[config.mk]
export PLATFORM = sky130hd
export DESIGN_NAME = fifo_drain_sched
export DESIGN_NICKNAME = d
export VERILOG_FILES = /design/src/rtl/fifo_drain_sched.sv
export SDC_FILE = /design/constraint.sdc
export NUM_CORES = 1
export LEC_CHECK = 0
export ABC_AREA = 1
export BUFFER_PORTS_ARGS = -buffer_cell sky130_fd_sc_hd__buf_2
export CAP_MARGIN = 20
export CORE_ASPECT_RATIO = 0.75
export CORE_MARGIN = 4
export CORE_UTILIZATION = 25
export CTS_CLUSTER_SIZE = 40
export DETAILED_ROUTE_END_ITERATION = 7
export GPL_TIMING_DRIVEN = 0
export SYNTH_ARGS = -nofsm -noshare
export SYNTH_HDL_FRONTEND = slang
export SYNTH_SLANG_ARGS = --single-unit
[constraint.sdc]
create_clock -name clk_dwt -period 1.97 [get_ports clk_dwt]
set_input_delay 0.0985 -clock clk_dwt [delete_from_list [all_inputs] [get_ports clk_dwt]]
set_output_delay 0.0985 -clock clk_dwt [all_outputs]
set_load 0.01 [all_outputs]
[src/rtl/fifo_drain_sched.sv]
// Read-side scheduler for the ring of codestream byte FIFOs. Drains the
// FIFOs in ring order into one ordered byte stream through a 2-entry skid
// buffer, and sequences codeblock start / flush / done with a byte count.
module fifo_drain_sched #(
    parameter int unsigned CNT_W    = 16,
    parameter int unsigned NUM_FIFO = 10
) (
    input  logic                  clk_dwt,
    input  logic                  rst,
    input  logic                  rst_syn,
    input  logic                  cb_start,
    input  logic                  cb_end,
    input  logic [NUM_FIFO-1:0]   rdempty,
    input  logic [8*NUM_FIFO-1:0] fifo_dout,
    output logic [NUM_FIFO-1:0]   rd_req,
    output logic [7:0]            byte_out,
    output logic                  byte_vld,
    input  logic                  byte_rdy,
    output logic                  cb_done,
    output logic [CNT_W-1:0]      cb_bytes,
    output logic                  busy
);

    localparam int unsigned BYTE_W = 8;
    localparam int unsigned PTR_W  = 4;

    typedef enum logic [1:0] {
        IDLE  = 2'd0,
        RUN   = 2'd1,
        FLUSH = 2'd2,
        DONE  = 2'd3
    } state_e;

    state_e             state_q, state_d;
    logic [PTR_W-1:0]   ptr_q, ptr_d;
    logic [PTR_W-1:0]   rd_idx_q, rd_idx_d;
    logic               inflight_q, inflight_d;
    logic               end_pend_q, end_pend_d;
    logic [BYTE_W-1:0]  skid0_q, skid0_d;
    logic [BYTE_W-1:0]  skid1_q, skid1_d;
    logic               vld0_q, vld0_d;
    logic               vld1_q, vld1_d;
    logic [CNT_W-1:0]   count_q, count_d;
    logic               cb_done_q, cb_done_d;
    logic [CNT_W-1:0]   cb_bytes_q, cb_bytes_d;
    logic               busy_q, busy_d;

    logic [BYTE_W-1:0]  push_data;
    logic               pop;
    logic               issue;
    logic               head_empty;
    logic [2:0]         pending;

    assign byte_out = skid0_q;
    assign byte_vld = vld0_q;
    assign cb_done  = cb_done_q;
    assign cb_bytes = cb_bytes_q;
    assign busy     = busy_q;

    // Select the byte returned by the FIFO that was read last cycle.
    always_comb begin
        push_data = '0;
        for (int k = 0; k < NUM_FIFO; k++) begin
            if (rd_idx_q == PTR_W'(k)) begin
                push_data = fifo_dout[BYTE_W*k +: BYTE_W];
            end
        end
    end

    // Read issue: only the FIFO at ptr, only while the skid buffer has room
    // for everything already committed (buffered + in flight - leaving now).
    always_comb begin
        pop        = vld0_q & byte_rdy;
        head_empty = rdempty[ptr_q];
        pending    = 3'(vld0_q) + 3'(vld1_q) + 3'(inflight_q);
        issue      = ((state_q == RUN) || (state_q == FLUSH)) && !head_empty
                     && !rst_syn && (pending < (3'd2 + 3'(pop)));
        rd_req     = issue ? (NUM_FIFO'(1) << ptr_q) : '0;
    end

    // Next-state, pointer, skid buffer and counter logic.
    always_comb begin
        state_d    = state_q;
        ptr_d      = ptr_q;
        rd_idx_d   = rd_idx_q;
        inflight_d = issue;
        end_pend_d = end_pend_q;
        skid0_d    = skid0_q;
        skid1_d    = skid1_q;
        vld0_d     = vld0_q;
        vld1_d     = vld1_q;
        count_d    = count_q;
        cb_done_d  = 1'b0;
        cb_bytes_d = cb_bytes_q;

        if (issue) begin
            rd_idx_d = ptr_q;
            ptr_d    = (ptr_q == PTR_W'(NUM_FIFO - 1)) ? '0 : ptr_q + PTR_W'(1);
        end

        // Skid buffer: head in entry 0, returned data appended at the tail.
        case ({inflight_q, pop})
            2'b10: begin
                if (!vld0_q) begin
                    skid0_d = push_data;
                    vld0_d  = 1'b1;
                end else begin
                    skid1_d = push_data;
                    vld1_d  = 1'b1;
                end
            end
            2'b01: begin
                skid0_d = skid1_q;
                vld0_d  = vld1_q;
                vld1_d  = 1'b0;
            end
            2'b11: begin
                if (vld1_q) begin
                    skid0_d = skid1_q;
                    skid1_d = push_data;
                end else begin
                    skid0_d = push_data;
                end
            end
            default: ;
        endcase

        if (pop && (count_q != {CNT_W{1'b1}})) begin
            count_d = count_q + CNT_W'(1);
        end

        case (state_q)
            IDLE: begin
                if (cb_start) begin
                    state_d    = RUN;
                    ptr_d      = '0;
                    count_d    = '0;
                    cb_bytes_d = '0;
                    end_pend_d = cb_end;
                end
            end
            RUN: begin
                if (cb_end || end_pend_q) begin
                    state_d    = FLUSH;
                    end_pend_d = 1'b0;
                end
            end
            FLUSH: begin
                if (head_empty && !inflight_q && !vld0_q && !vld1_q) begin
                    state_d    = DONE;
                    cb_done_d  = 1'b1;
                    cb_bytes_d = count_q;
                end
            end
            DONE: begin
                state_d = IDLE;
            end
            default: state_d = IDLE;
        endcase

        busy_d = (state_d == RUN) || (state_d == FLUSH);

        // Synchronous clear: drop everything, including a read in flight.
        if (rst_syn) begin
            state_d    = IDLE;
            ptr_d      = '0;
            rd_idx_d   = '0;
            inflight_d = 1'b0;
            end_pend_d = 1'b0;
            skid0_d    = '0;
            skid1_d    = '0;
            vld0_d     = 1'b0;
            vld1_d     = 1'b0;
            count_d    = '0;
            cb_done_d  = 1'b0;
            cb_bytes_d = '0;
            busy_d     = 1'b0;
        end
    end

    // State register with asynchronous active-low reset.
    always_ff @(posedge clk_dwt or negedge rst) begin
        if (!rst) begin
            state_q    <= IDLE;
            ptr_q      <= '0;
            rd_idx_q   <= '0;
            inflight_q <= 1'b0;
            end_pend_q <= 1'b0;
            skid0_q    <= '0;
            skid1_q    <= '0;
            vld0_q     <= 1'b0;
            vld1_q     <= 1'b0;
            count_q    <= '0;
            cb_done_q  <= 1'b0;
            cb_bytes_q <= '0;
            busy_q     <= 1'b0;
        end else begin
            state_q    <= state_d;
            ptr_q      <= ptr_d;
            rd_idx_q   <= rd_idx_d;
            inflight_q <= inflight_d;
            end_pend_q <= end_pend_d;
            skid0_q    <= skid0_d;
            skid1_q    <= skid1_d;
            vld0_q     <= vld0_d;
            vld1_q     <= vld1_d;
            count_q    <= count_d;
            cb_done_q  <= cb_done_d;
            cb_bytes_q <= cb_bytes_d;
            busy_q     <= busy_d;
        end
    end

endmodule
==> run summary <==
Run status - finished, violations left
Failing checks - negative setup slack
Post-synthesis adder-cell area fraction - 2.80%
Worst slew pin tran - 0.826 ns
CTS tree - done
IO Pins - 133
Synthesis-stage register bit count - 64
Final hold vios - 0
CTS sink cnt - 64
Simple-Gate Fraction of Synth Area - 35.4%
RSZ-0062 raised after global routing - yes
Wire length per cell - 13.3 um
Leakage - 2.90 nW
Area growth from synthesis to layout - 37.4%
Largest net degree at the start of global routing - 65
Clock root buffer master - clkbuf_16
Met1 Usage GRT - 20.7%
Max Clock Skew - 0.00859 ns
Worst-skew pair later-pin latency - 0.33 ns
DRT Wirelength - 13.1 mm
Vias per cell - 4.49
GP Congestion - 0.848
First-pass GRT wire length - 21.5 mm
Total GRT Usage - 13.7%
Gr ovfl total - 0
Max-slew violation count - 0
DP HPWL - 10.0 mm
Minimum clock period - 2.35 ns
Syn avg cell area - 7.05 sq um
DP Area - 5220 sq um
DRT Pass-1 Iters - 4
Vias post-DR - 4434
XOR/XNOR share of the synthesized area - 1.63%
Non-Filler Instances - 988
Post-route cell area - 5890 sq um
TritonCTS Buffers - 9
VDD IR-drop max - 0.378 mV
M2 GR Usage - 19.7%
Peak Freq - 426 MHz
Initial Util - 25.5%
Cell Pwr Density - 870 nW/um^2
Die area - 19300 sq um
Port bufs - 131
Critical-path cell list - clkinvlp_4 > fa_1 > a21o_1 > nand3_2 > nor2_4 > inv_4 > nor2_4 > inv_2 > nor3_2 > buf_4
Post-synth ARST share - 100%
Critical path capture point type - output port
# rows - 41
Register area share after synthesis - 37.4%
Clock Tree Buf Depth - 2
Cell variety after synth - 40
Placed cells - 954
Compound-Gate Fraction of Synth Area - 13.2%
Detail Route Antenna Nets - 0
Dpl ws - -0.414 ns
Max-Cap Viols - 0
Vias in the first global route - 4182
Cell mode on critical path - nor2_4
Mapped Nets - 713
Top_reg_cell synth - dfrtp_1
Setup TNS - -3.57 ns
Mapped cell area - 4290 sq um
Final nets - 873
Die extent in x - 159 um
Worst rel slew slack - 44.9%
EDFF count, synth - 0
Startpoint types - register
Layout cells sized above 1 - 32.9%
GR peak layer - met1
Ys Warns - 0
Worst Setup Slack, final - -0.379 ns
Final setup fails - 12
Die H - 121 um
Cells after Synth - 608
Worst Path Required - 1.87 ns
Ant. Diodes - 0
Worst Path Arrival - 2.25 ns
Crit-path max cell delay - 0.49 ns
Htree depth - 3
Dominant combinational cell family by area after synthesis - simple AND/OR/NAND/NOR gates
Period Utilization, post-route - 119%
Total core area - 16800 sq um
Hold crit path type - in -> reg
Worst Path Class, Setup - reg -> out
DRC errors left - 0
Initial antenna violation count - 1
Initial drt markers - 219
Mux contribution to synthesized area - 0%
CP max stage cell - fa_1
Worst-path clk slew - 0.06 ns
Final core utilization - 35.0%
Worst-path maximum fanout - 5
GR Layer Usage met3 - 3.19%
==> state kept, by name, summed over array words and instances (netlist names) <==
name	flops
ptr_q	4
vld1_q	1
count_q	16
cb_done	1
busy	1
cb_bytes	16
rd_idx_q	4
end_pend_q	1
skid1_q	8
byte_out	8
state_q	2
inflight_q	1
byte_vld	1
==> synth_stat cells (all sizes together) (10+ instances only) <==
cell type | number | area share (%)
nor3 | 12 | 1.8
buf | 10 | 2.0
inv | 82 | 7.2
nand4 | 11 | 1.6
nand2 | 180 | 16
nand3 | 51 | 6.5
o22ai | 10 | 1.5
dfrtp | 64 | 37
nor2 | 63 | 6.3
o21ai | 45 | 5.7
a21oi | 21 | 2.8
or2 | 21 | 3.1
==> worst max-delay path, delay by kind of cell (launching register included) <==
family / cells / cell delay [ns]
AND/OR/NAND/NOR: 4 / 0.51
adder cells (fa/ha/maj): 1 / 0.49
buffers and inverters: 4 / 0.41
flip-flops: 1 / 0.39
AO/OA/AOI/OAI: 1 / 0.12
==> what timing repair did <==
action,4_1_cts,5_1_grt
endpoints found under the hold margin,64,0
gates resized for setup,26,35
pin swaps,6,6
setup endpoints to repair,28,61
hold buffers,1,0
setup buffers,12,11
cloned,0,1
==> power breakdown <==
group,switching [W],total [W],internal (W)
Clock,0.000623,0.00190,0.00127
Combinational,0.00106,0.00173,0.000664
Sequential,0.0000773,0.00150,0.00143
Total,0.00176,0.00513,0.00337
==> worst paths after layout <==
path                              from          end  slack [ns]  cells after the start
min reg2reg                byte_out[1]  byte_out[1]        0.47                      2
max                             vld1_q    rd_req[9]       -0.38                     10
min in group asynchronous          rst  cb_bytes[5]        0.42                      2
min                             cb_end   end_pend_q        0.07                      3
max in group asynchronous          rst  rd_idx_q[3]        0.96                      2
max reg2reg                     vld1_q     ptr_q[3]       -0.05                     11
==> final cells by class <==
type / count / area, sq um
inverter: 83 / 322
clock buffer: 10 / 239
buffer: 13 / 109
sequential: 64 / 1610
timing repair buffer: 150 / 832
clock inverter: 6 / 114
multi-input combinational: 447 / 2400
fill: 1788 / 10900
tap: 215 / 269
==> kinds of logic after synthesis <==
family	Yosys count
AND/OR/NAND/NOR	339
AO/OA/AOI/OAI	91
adder cells (fa/ha/maj)	9
XOR/XNOR	8
buffers and inverters	97
flip-flops	64
==> per-layer routing <==
metal / part of all wire [%] / routed length, um
met5: 0.099 / 13
met1: 53 / 6920
met4: 0.97 / 127
met3: 5.1 / 668
met2: 41 / 5400
==> cell usage in the layout, fill, tap and decap left out, types with 10 or more instances in the layout <==
cell type and count:
a21oi_1 18, buf_2 129, buf_4 19, dfrtp_1 59
inv_1 74, nand2_1 174, nand3_1 44, nand4_1 11
nor2_1 50, nor2_4 12, o21ai_0 27, o21ai_1 12
o22ai_1 10, or2_2 16
==> per-stage QoR <==
stage | total power, W | hold slack [ns]
after detailed placement | 0.00305 | 0.267
final | 0.00513 | 0.0675
after CTS | 0.00505 | 0.0635
after global routing | 0.00545 | 0.102
after global placement | 0.00305 | 0.403
after floorplan | 0.00256 | -0.197
No activity file was read; power rests on OpenSTA's default activity.
